### src/rtl/popcount_enum_pkg.sv
// Shared types and defaults for the popcount enumerator.
// Optional feature macro: POPCOUNT_ENUM_COUNT_EN (match counter).
package popcount_enum_pkg;

  localparam int unsigned W_DEFAULT  = 8;
  localparam int unsigned KW_DEFAULT = 4;

  typedef enum logic [1:0] {
    IDLE = 2'd0,
    SCAN = 2'd1,
    HOLD = 2'd2,
    DONE = 2'd3
  } state_e;

endpackage

### src/rtl/popcount_enum_popcount8.sv
// Combinational 8-bit population count built as a balanced adder tree.
module popcount8 (
  input  logic [7:0] in_word,
  output logic [3:0] count
);

  logic [1:0] pair_sum [4];
  logic [2:0] quad_sum [2];

  // Sum bit pairs, then pairs of pairs, then the two halves.
  always_comb begin
    for (int unsigned i = 0; i < 4; i++) begin
      pair_sum[i] = {1'b0, in_word[2*i]} + {1'b0, in_word[2*i+1]};
    end
    for (int unsigned j = 0; j < 2; j++) begin
      quad_sum[j] = {1'b0, pair_sum[2*j]} + {1'b0, pair_sum[2*j+1]};
    end
    count = {1'b0, quad_sum[0]} + {1'b0, quad_sum[1]};
  end

endmodule

### src/rtl/popcount_enum.sv
// Enumerates, in ascending order, every W-bit word whose popcount equals k.
// Optional feature macro: POPCOUNT_ENUM_COUNT_EN enables the match_count
// register; without it match_count is tied to zero.
module popcount_enum
  import popcount_enum_pkg::*;
#(
  parameter int unsigned W  = W_DEFAULT,
  parameter int unsigned KW = KW_DEFAULT
) (
  input  logic          clk,
  input  logic          rst,
  input  logic          start,
  input  logic [KW-1:0] k,
  output logic          busy,
  output logic [W-1:0]  out_word,
  output logic          out_valid,
  input  logic          out_ready,
  output logic          out_last,
  output logic          done,
  output logic [W-1:0]  match_count
);

  state_e        state_q, state_d;
  logic [W-1:0]  cand_q, cand_d;
  logic [KW-1:0] k_q, k_d;
  logic [W-1:0]  out_word_q, out_word_d;
  logic          out_valid_q, out_valid_d;
  logic          cnt_clr, cnt_inc;
  logic [3:0]    pc_cnt;
  logic          pc_match;
  logic [W-1:0]  last_mask;

  popcount8 u_popcount8 (
    .in_word (8'(cand_q)),
    .count   (pc_cnt)
  );

  assign pc_match = (32'(pc_cnt) == 32'(k_q));

  // Final word of a run has the top k bits set; k=0 gives an all-zero mask.
  always_comb begin
    last_mask = '0;
    for (int unsigned i = 0; i < W; i++) begin
      last_mask[W-1-i] = (i < 32'(k_q));
    end
  end

  assign busy      = (state_q != IDLE);
  assign done      = (state_q == DONE);
  assign out_word  = out_word_q;
  assign out_valid = out_valid_q;
  assign out_last  = out_valid_q && (out_word_q == last_mask);

  // Next-state and datapath updates for the enumeration FSM.
  always_comb begin
    state_d     = state_q;
    cand_d      = cand_q;
    k_d         = k_q;
    out_word_d  = out_word_q;
    out_valid_d = out_valid_q;
    cnt_clr     = 1'b0;
    cnt_inc     = 1'b0;
    case (state_q)
      IDLE: begin
        if (start) begin
          k_d     = k;
          cand_d  = '0;
          cnt_clr = 1'b1;
          state_d = (32'(k) > W) ? DONE : SCAN;
        end
      end
      SCAN: begin
        if (pc_match) begin
          out_word_d  = cand_q;
          out_valid_d = 1'b1;
          state_d     = HOLD;
        end else if (cand_q == '1) begin
          state_d = DONE;
        end else begin
          cand_d = cand_q + 1'b1;
        end
      end
      HOLD: begin
        if (out_ready) begin
          out_valid_d = 1'b0;
          cnt_inc     = 1'b1;
          if (out_last) begin
            state_d = DONE;
          end else begin
            cand_d  = cand_q + 1'b1;
            state_d = SCAN;
          end
        end
      end
      DONE: state_d = IDLE;
      default: state_d = IDLE;
    endcase
  end

  // State and datapath registers with synchronous reset.
  always_ff @(posedge clk) begin
    if (rst) begin
      state_q     <= IDLE;
      cand_q      <= '0;
      k_q         <= '0;
      out_word_q  <= '0;
      out_valid_q <= 1'b0;
    end else begin
      state_q     <= state_d;
      cand_q      <= cand_d;
      k_q         <= k_d;
      out_word_q  <= out_word_d;
      out_valid_q <= out_valid_d;
    end
  end

`ifdef POPCOUNT_ENUM_COUNT_EN
  logic [W-1:0] match_count_q, match_count_d;

  // Count handshakes; cleared on an accepted start.
  always_comb begin
    match_count_d = match_count_q;
    if (cnt_clr) begin
      match_count_d = '0;
    end else if (cnt_inc) begin
      match_count_d = match_count_q + 1'b1;
    end
  end

  // Match counter register.
  always_ff @(posedge clk) begin
    if (rst) begin
      match_count_q <= '0;
    end else begin
      match_count_q <= match_count_d;
    end
  end

  assign match_count = match_count_q;
`else
  logic unused_cnt;
  assign unused_cnt  = cnt_clr ^ cnt_inc;
  assign match_count = '0;
`endif

endmodule

### config.mk
export PLATFORM = sky130hd
export DESIGN_NAME = popcount_enum
export DESIGN_NICKNAME = d
export VERILOG_FILES = /design/src/rtl/popcount_enum_pkg.sv /design/src/rtl/popcount_enum_popcount8.sv /design/src/rtl/popcount_enum.sv
export SDC_FILE = /design/constraint.sdc
export NUM_CORES = 1
export LEC_CHECK = 0
export ABC_CLOCK_PERIOD_IN_PS = 9100
export CAP_MARGIN = 15
export CORE_UTILIZATION = 50
export DETAILED_ROUTE_END_ITERATION = 10
export DONT_BUFFER_PORTS = 1
export GPL_ROUTABILITY_DRIVEN = 0
export HOLD_SLACK_MARGIN = 0.12
export PLACE_DENSITY_LB_ADDON = 0.12
export SYNTH_ARGS = -nofsm -noshare
export SYNTH_HDL_FRONTEND = slang
export SYNTH_HIERARCHICAL = 1
export SYNTH_SLANG_ARGS = --single-unit
### constraint.sdc
create_clock -name clk -period 9.1 [get_ports clk]
set_input_delay 2.73 -clock clk [delete_from_list [all_inputs] [get_ports clk]]
set_output_delay 2.73 -clock clk [all_outputs]
set_load 0.05 [all_outputs]
======== After elaboration in Yosys (flattened, before gate mapping) ========
Cells that the tools add are included.
storage, ports and cells
  latch bits .............................. 0
  bits of input ports ..................... 8
  RAM bits ................................ 0
  memories ................................ 0
  register bits ........................... 23
  memory bits (read-only) ................. 0
cells by class
  multipliers ............................. 0
  shift operators ......................... 0
  eq/ne operators ......................... 13
  muxes and demuxes ....................... 16
  divide/modulo/power cells ............... 0
  magnitude comparators ................... 9
  bitwise logic cells ..................... 0
  $add $sub $neg .......................... 8
  reductions and logical operators ........ 10
operators by type and width
  kind                                                        count
  two-way mux 8 bit                                           5
  one-hot mux 8 bit (3 select lines)                          1
  less-than comparator 3 x 4 -> 1 bit (first input constant)  4
  two-way mux 2 bit                                           6
  != test 2 bit (second input constant)                       6
  adder 1 x 1 -> 2 bit                                        4
  adder 8 x 1 -> 8 bit (second input constant)                1
  == test 8 bit                                               1
  == test 8 bit (second input constant)                       1
  less-than comparator 1 x 4 -> 1 bit (first input constant)  2
  less-than comparator 2 x 4 -> 1 bit (first input constant)  2
  one-hot mux 2 bit (4 select lines)                          1
  adder 2 x 2 -> 3 bit                                        2
  AND reduction 3 bit                                         2
  AND reduction 6 bit                                         1
  adder 3 x 3 -> 4 bit                                        1
  == test 2 bit (second input constant)                       2
  == test 4 bit                                               1
  > comparator 4 bit (second input constant)                  1
  AND reduction 2 bit                                         2
  nonzero test 2 bit                                          2
  != test 3 bit (second input constant)                       1
  nonzero test 3 bit                                          1
  == test 2 x 1 -> 1 bit (second input constant)              1
  4 further kinds                                             5

======== Depth between registers and ports, before layout ========
Gate-level depths: netlist of the first run.
  depth in word-level cells ............... 6
  depth in mapped cells ................... 16

======== Hierarchy ========
Netlist of the first run, hierarchy kept.
modules (own cells, without submodules)
  module         instances  cells an instance  area each (µm²)
  popcount_enum  1          185                1560.2
  popcount8      1          24                 190.2

======== Worst setup path before layout of the first run ========
Ideal clock, no wire load.
  path type ............................... flip-flop to output port
  start point ............................. reg out_word_q[6], in the netlist out_word[6]
  end point ............................... out out_last
  stages on the path, launching flop included .. 5
  arrival ................................. 2042 ps
  path buffers ............................ 0
  setup slack ............................. 4328 ps
  path through ............................ dfxtp_1 nand3b_1 a2111oi_4 o211ai_2 nor2_1
between the ends
  word-level cells in the longest chain between the ends .. 2
ends and longest elaborated chain
  item                      RTL line              source
  start: declaration        popcount_enum.sv:26   logic [W-1:0] out_word_q, out_word_d;
  start signal: assignment  popcount_enum.sv:112  out_word_q <= out_word_d;
  == test 8 bit             popcount_enum.sv:52   assign out_last = out_valid_q && (out_word_q == last_mask);
  logical AND 1 bit         popcount_enum.sv:52
  end: declaration          popcount_enum.sv:18   output logic out_last,
Every way passes these cells.

======== Worst setup path in the final report of the first run ========
Same ends and word-level chain as after synthesis.

==> reports/results.txt, run 1 <==
core box area: 3340 sq um
Pins Over Slew Limit: 0
H-tree Lvls: 1
slowest stage cell on the critical path: nor2_1
Clk pwr share: 0.122
Synth area leader: dfxtp_1
Arrival @ worst endpoint: 2510 ps
Vias: 1435
DRT Wirelength: 3.72 mm
wire per inst: 15.0 microns
clk_lat worst skew: 330 ps
Int Pwr: 205 uW
area delta synth->final: -2.22%
routed vias/inst: 5.76
Post-CTS Hold Buffers: 0
setup_tns: 0 ps
Seq/Total Area, Yosys: 0.263
Die W: 61.2 microns
fmax: 191 MHz
initial core utilization: 0.525
top cells by area, synth: dfxtp_1, ha_1, nand3_1, a21oi_1, inv_1
slew at the pin with the worst max-slew slack: 888 ps
unrepaired setup endpoints after global routing: false
fin nets: 226
Residual DRC: 0
grt ovf: 0
leakage power: 0.651 nW
crit start category: register
Longest Clk Path Bufs: 2
power per cell area: 241 nW/um^2
largest net degree at the start of global routing: 26
Pwr Total: 413 uW
Seq cells post-synth: 23
Hold Vio Cnt, Final: 0
CP peak stage delay: 750 ps
Flop pwr share: 0.343
gr usage total: 0.208
Hold Path Class: reg2reg
fillers: 351
1st-iter DRT viols: 93
Sw Ratio: 0.504
CTS Buf Count: 3
number of enable flip-flop cells after synthesis: 0
top fanout value on the critical path: 5
DP Worst Slack: 4210 ps
worst clock skew: 9.58 ps
final design utilization: 0.513
element type at the critical path end: primary output
asr flop ratio synth: 0
CTS tree: built
Syn Inst Count: 209
Clk pin slew, worst setup/hold paths: 140 ps
Crit Path Category: reg2out
run status: completed
root buf cell: clkbuf_4
hold slack final: 551 ps
crit-path cells: nand3b_1 -> a2111oi_4 -> o211ai_2 -> nor2_1
Final min period: 5240 ps
area occupied by multi-input gates: 1070 sq um
HPWL after DPL: 2.76 mm
maximum vdd drop: 0.212 mV
share of post-route cells with drive strength above 1: 0.0936
vias in the first global route: 1293
Resize count post-CTS: 0
die height: 61.2 microns
leading register cell type out of synthesis: dfxtp_1
Ports: 28
Gate power share: 0.535
antenna fix cells: 0
Mapped Avg Cell Area: 8.38 sq um
TritonRoute pass-1 iters: 4
first-pass GRT wire length: 5.73 mm
Synth top area share: 0.263
maxcap violations: 0
initial antenna violation count: 0
synth warn: 6
DIE AREA: 3740 sq um
total clock sinks: 23
Setup WS post-layout: 3860 ps
fraction of the cycle the final worst path needs: 0.576
headroom to the max-slew limit: 0.406
port bufs: 0
Cell Area, Synth: 1750 sq um
Psw: 208 uW
Register Area: 460 sq um
Req. time, crit path: 6370 ps
Synth cell types: 51
FP Rows: 21
post-CTS setup buffers: 0
Final Setup Violations: 0
antenna-violating nets left: 0
==> sequential cells by signal (all words and copies together), names as in the netlist <==
signal     flops
cand_q         8
k_q            4
out_valid      1
out_word       8
state_q        2
==> power by group through the flow <==
| stage | Combinational [mW] | Clock (mW) | Sequential, mW |
|---|---|---|---|
| CTS | 0.220 | 0.0522 | 0.141 |
| finish | 0.221 | 0.0505 | 0.142 |
| global placement | 0.212 | 0 | 0.143 |
| floorplan | 0.209 | 0 | 0.131 |
| detailed placement | 0.219 | 0 | 0.144 |
| global route | 0.240 | 0.0565 | 0.144 |
==> worst paths after layout <==
kind / startpoint / to / slack (ps) / cells after the start
setup / recovery: out_word[6] / out_last / 3860 / 4
setup reg to reg: cand_q[0] / cand_q[5] / 4750 / 16
hold reg to reg: cand_q[1] / out_word[1] / 550 / 2
hold / removal: cand_q[1] / out_word[1] / 550 / 2
==> area by class of cell <==
| class | count | area share |
|---|---|---|
| Multi-Input combinational cell | 151 | 0.624 |
| Clock buffer | 3 | 0.0132 |
| Sequential cell | 23 | 0.269 |
| Tap cell | 46 | 0.0336 |
| Timing Repair Buffer | 1 | 0.00439 |
| Clock inverter | 1 | 0.00292 |
| Inverter | 24 | 0.0526 |
==> cell usage in the layout (no fill, tap or decap), drive strengths merged, types with 2 or more instances in the layout <==
cell type  synthesis  routed
or3                4       4
clkbuf             5       3
o41ai              3       3
o32ai              2       2
a2111oi            2       2
nand2b             2       2
nor2               7       7
nor4               2       2
a211oi             3       3
a21oi             18      18
o211ai             2       2
ha                10      10
nand3             21      21
nand4              3       3
fa                 4       4
xor2               5       5
o21a               2       2
conb               1       8
inv               24      24
o21ai              3       3
o311ai             4       4
nor3               3       3
dfxtp             23      23
o31ai              4       4
nor2b              3       3
nand2             23      23
and2               3       3
==> synth_stat cells (2+ instances only) <==
| master | instances |
|---|---|
| a211oi_1 | 3 |
| a21oi_1 | 18 |
| and2_1 | 2 |
| buf_4 | 8 |
| buf_6 | 3 |
| clkbuf_1 | 2 |
| clkbuf_8 | 3 |
| dfxtp_1 | 23 |
| fa_1 | 4 |
| ha_1 | 10 |
| inv_1 | 24 |
| nand2_1 | 23 |
| nand2b_1 | 2 |
| nand3_1 | 20 |
| nand4_1 | 3 |
| nor2_1 | 7 |
| nor2b_1 | 3 |
| nor3_1 | 2 |
| nor4_1 | 2 |
| o21a_1 | 2 |
| o21ai_0 | 3 |
| o311ai_0 | 3 |
| o31ai_1 | 4 |
| o32ai_2 | 2 |
| o41ai_1 | 2 |
| or3_1 | 2 |
| xor2_1 | 5 |
==> through the flow <==
stage                     instances  area (sq um)
after floorplan                 216          1780
after global placement          245          1680
after detailed placement        245          1680
after CTS                       249          1710
after global routing            249          1710
final                           249          1710
==> kinds of logic after synthesis <==
group,count (synthesis),synth area share
AO/OA/AOI/OAI,49,0.221
XOR/XNOR,6,0.0300
adder cells (fa/ha/maj),14,0.117
buffers and inverters,42,0.142
flip-flops,23,0.263
other,1,0.00214
AND/OR/NAND/NOR,74,0.225
==> critical path, delay by kind of cell, from the launching register on <==
| kind | cells | cell delay, ps |
|---|---|---|
| and+or+nand+nor | 2 | 960 |
| DFF | 1 | 710 |
| AOI/OAI and AO/OA | 2 | 520 |
==> metal layers <==
| layer | track usage | vias to the layer above | part of all wire |
|---|---|---|---|
| met5 | 0 | - | 0 |
| met4 | 0.0584 | 0 | 0.010 |
| met3 | 0.0210 | 5 | 0.024 |
| met2 | 0.360 | 23 | 0.50 |
| met1 | 0.274 | 703 | 0.46 |
| li1 | - | 704 | - |
Power figures use the tool's default switching activity.
==> inputs of run 2 (changes only) <==
Settings changed: ABC_CLOCK_PERIOD_IN_PS 9100 to 4500.
Clock period 9.1 ns to 4.5 ns, I/O delays scaled along.
==> reports/results.txt, run 2 (synthesis results as in run 1) <==
run status: completed
CP peak stage delay: 560 ps (-190 ps)
worst clock skew: 1.99 ps (-7.60 ps)
Clk pin slew, worst setup/hold paths: 130 ps (about the same)
Arrival @ worst endpoint: 4470 ps (+1960 ps)
vias in the first global route: 1333 (+3.1%)
TritonRoute pass-1 iters: 4 (unchanged)
share of post-route cells with drive strength above 1: 0.103 (+0.00935)
Pins Over Slew Limit: 0 (unchanged)
fmax: 235 MHz
first-pass GRT wire length: 5.90 mm (+2.9%)
antenna-violating nets left: 0 (unchanged)
clk_lat worst skew: 310 ps (-20 ps)
r2r endpoint: cand_q[5]
fillers: 341 (-2.8%)
fraction of the cycle the final worst path needs: 0.947
Post-CTS Hold Buffers: 0 (unchanged)
top fanout value on the critical path: 11 (+6)
initial antenna violation count: 0 (unchanged)
H-tree Lvls: 1 (unchanged)
Longest Clk Path Bufs: 2 (unchanged)
core box area: 3340 sq um (unchanged)
worst r2r src: cand_q[0]
1st-iter DRT viols: 56 (-40%)
CTS tree: built
commonest non-fill, non-tap cell in the layout: inv_1
Vias: 1400 (-2.4%)
GR Util met1: 0.286 (+0.0120)
DIE AREA: 3740 sq um (unchanged)
hold slack final: 542 ps (-8.43 ps)
maxcap violations: 0 (unchanged)
Die W: 61.2 microns (unchanged)
slew at the pin with the worst max-slew slack: 643 ps (-245 ps)
Hold EP: cand_q[1]
port bufs: 0 (unchanged)
wire per inst: 14.7 microns (-1.8%)
grt ovf: 0 (unchanged)
Setup WS post-layout: 237 ps (-3620 ps)
most used cell, CP: fa_1
Final Setup Violations: 0 (unchanged)
crit start category: register
headroom to the max-slew limit: 0.571 (+0.165)
Hold Path Class: reg2reg
Register Area: 460 sq um (unchanged)
Residual DRC: 0 (unchanged)
area occupied by multi-input gates: 1070 sq um (+0.23%)
Ports: 28 (unchanged)
element type at the critical path end: register
unrepaired setup endpoints after global routing: false
hold path startpoint: cand_q[1]
crit-path cells: inv_1 -> fa_1 -> fa_1 -> fa_1 -> inv_1 -> ha_1 -> inv_1 -> fa_1 -> xnor2_1 -> xor2_1 -> nor4_1 -> buf_4 -> o21ai_0 -> nand2_2 -> o311ai_1 -> o41ai_2
antenna fix cells: 0 (unchanged)
met3 Usage GRT: 0.0210 (unchanged)
grt peak-use layer: met2
power per cell area: 487 nW/um^2 (+100%)
R2R depth: 16 (unchanged)
HPWL after DPL: 2.78 mm (+1.0%)
DP Worst Slack: 194 ps (-4020 ps)
FP Rows: 21 (unchanged)
register-to-register setup slack: 240 ps (-4510 ps)
leakage power: 0.660 nW (+1.4%)
gr usage total: 0.212 (+0.00449)
routed vias/inst: 5.60 (-2.8%)
Crit Path Category: reg2reg
die height: 61.2 microns (unchanged)
Req. time, crit path: 4700 ps (-1670 ps)
area delta synth->final: -1.64%
largest net degree at the start of global routing: 26 (unchanged)
Hold Vio Cnt, Final: 0 (unchanged)
maximum vdd drop: 0.458 mV (+120%)
setup_tns: 0 ps (unchanged)
total clock sinks: 23 (unchanged)
CTS Buf Count: 3 (unchanged)
final design utilization: 0.516 (+0.00300)
Final min period: 4260 ps
initial core utilization: 0.525 (unchanged)
hold path cells: 2 (unchanged)
slowest stage cell on the critical path: fa_1
root buf cell: clkbuf_4
DRT Wirelength: 3.67 mm (-1.5%)
fin nets: 227 (+0.44%)
most frequent cells in the layout: inv_1, dfxtp_1, nand2_1, nand3_1, a21oi_1
met2 global-route usage: 0.356 (-0.00466)
-- run 2: changes by cell type in the layout (fill, tap and decap cells not counted) --
cell	change
buf_4	+1
o311ai_0	-3
nand2_2	+1
nand2_1	-1
o311ai_1	+3
-- run 2: how the worst max path moves through the flow --
stage                   start         end  slack [ps]
CTS                 cand_q[0]   cand_q[5]         190
floorplan           cand_q[0]  state_q[1]         680
detailed placement  cand_q[0]   cand_q[5]         190
global route        cand_q[0]   cand_q[5]           9
global placement    cand_q[0]   cand_q[2]         390
finish              cand_q[0]   cand_q[5]         240
-- run 2: area by class of cell --
type	instances	share of cell area
well taps	46	0.0334
clock buffers	3	0.0131
multi-input cells	151	0.622
clock inverters	1	0.00291
flip-flops and latches	23	0.267
repair buffers	2	0.00872
inverters	24	0.0523
-- run 2: repair_timing --
item | CTS | global route
hold endpoints to repair | 0 | 0
resized for setup | 0 | 4
endpoints found under the setup margin | 0 | 3
buffers inserted | 0 | 0
-- run 2: stage by stage --
| stage | cells | cell area [sq um] | total power, mW |
|---|---|---|---|
| 6_report | 250 | 1720 | 0.838 |
| 5_1_grt | 250 | 1720 | 0.903 |
| 4_1_cts | 250 | 1720 | 0.836 |
| 3_5_place_dp | 246 | 1690 | 0.734 |
| 3_3_place_gp | 246 | 1690 | 0.720 |
| 2_1_floorplan | 216 | 1780 | 0.689 |
-- run 2: report_power, final --
group	switching, mW	internal [mW]	leakage, nW
Combinational	0.296	0.159	0.455
Sequential	0.0585	0.226	0.187
Clock	0.0651	0.0332	0.0177
-- run 2: routing by layer --
metal | part of all wire | wire, microns
met5 | 0 | 0
met2 | 0.50 | 1850
met3 | 0.029 | 108
met1 | 0.46 | 1700
met4 | 0.0049 | 18
-- run 2: critical path, delay by kind of cell, from the launching register on --
family / cells / cell delay (ps)
adder cells (fa/ha/maj): 5 / 1990
buffers and inverters: 4 / 400
XOR/XNOR: 2 / 340
flip-flops: 1 / 450
AO/OA/AOI/OAI: 3 / 730
AND/OR/NAND/NOR: 2 / 250
==> inputs of run 3 (changes only) <==
Settings changed: CAP_MARGIN 15 to 40.
==> results of run 3 <==
The final DEF is identical to that of run 2; final timing and power are the same.
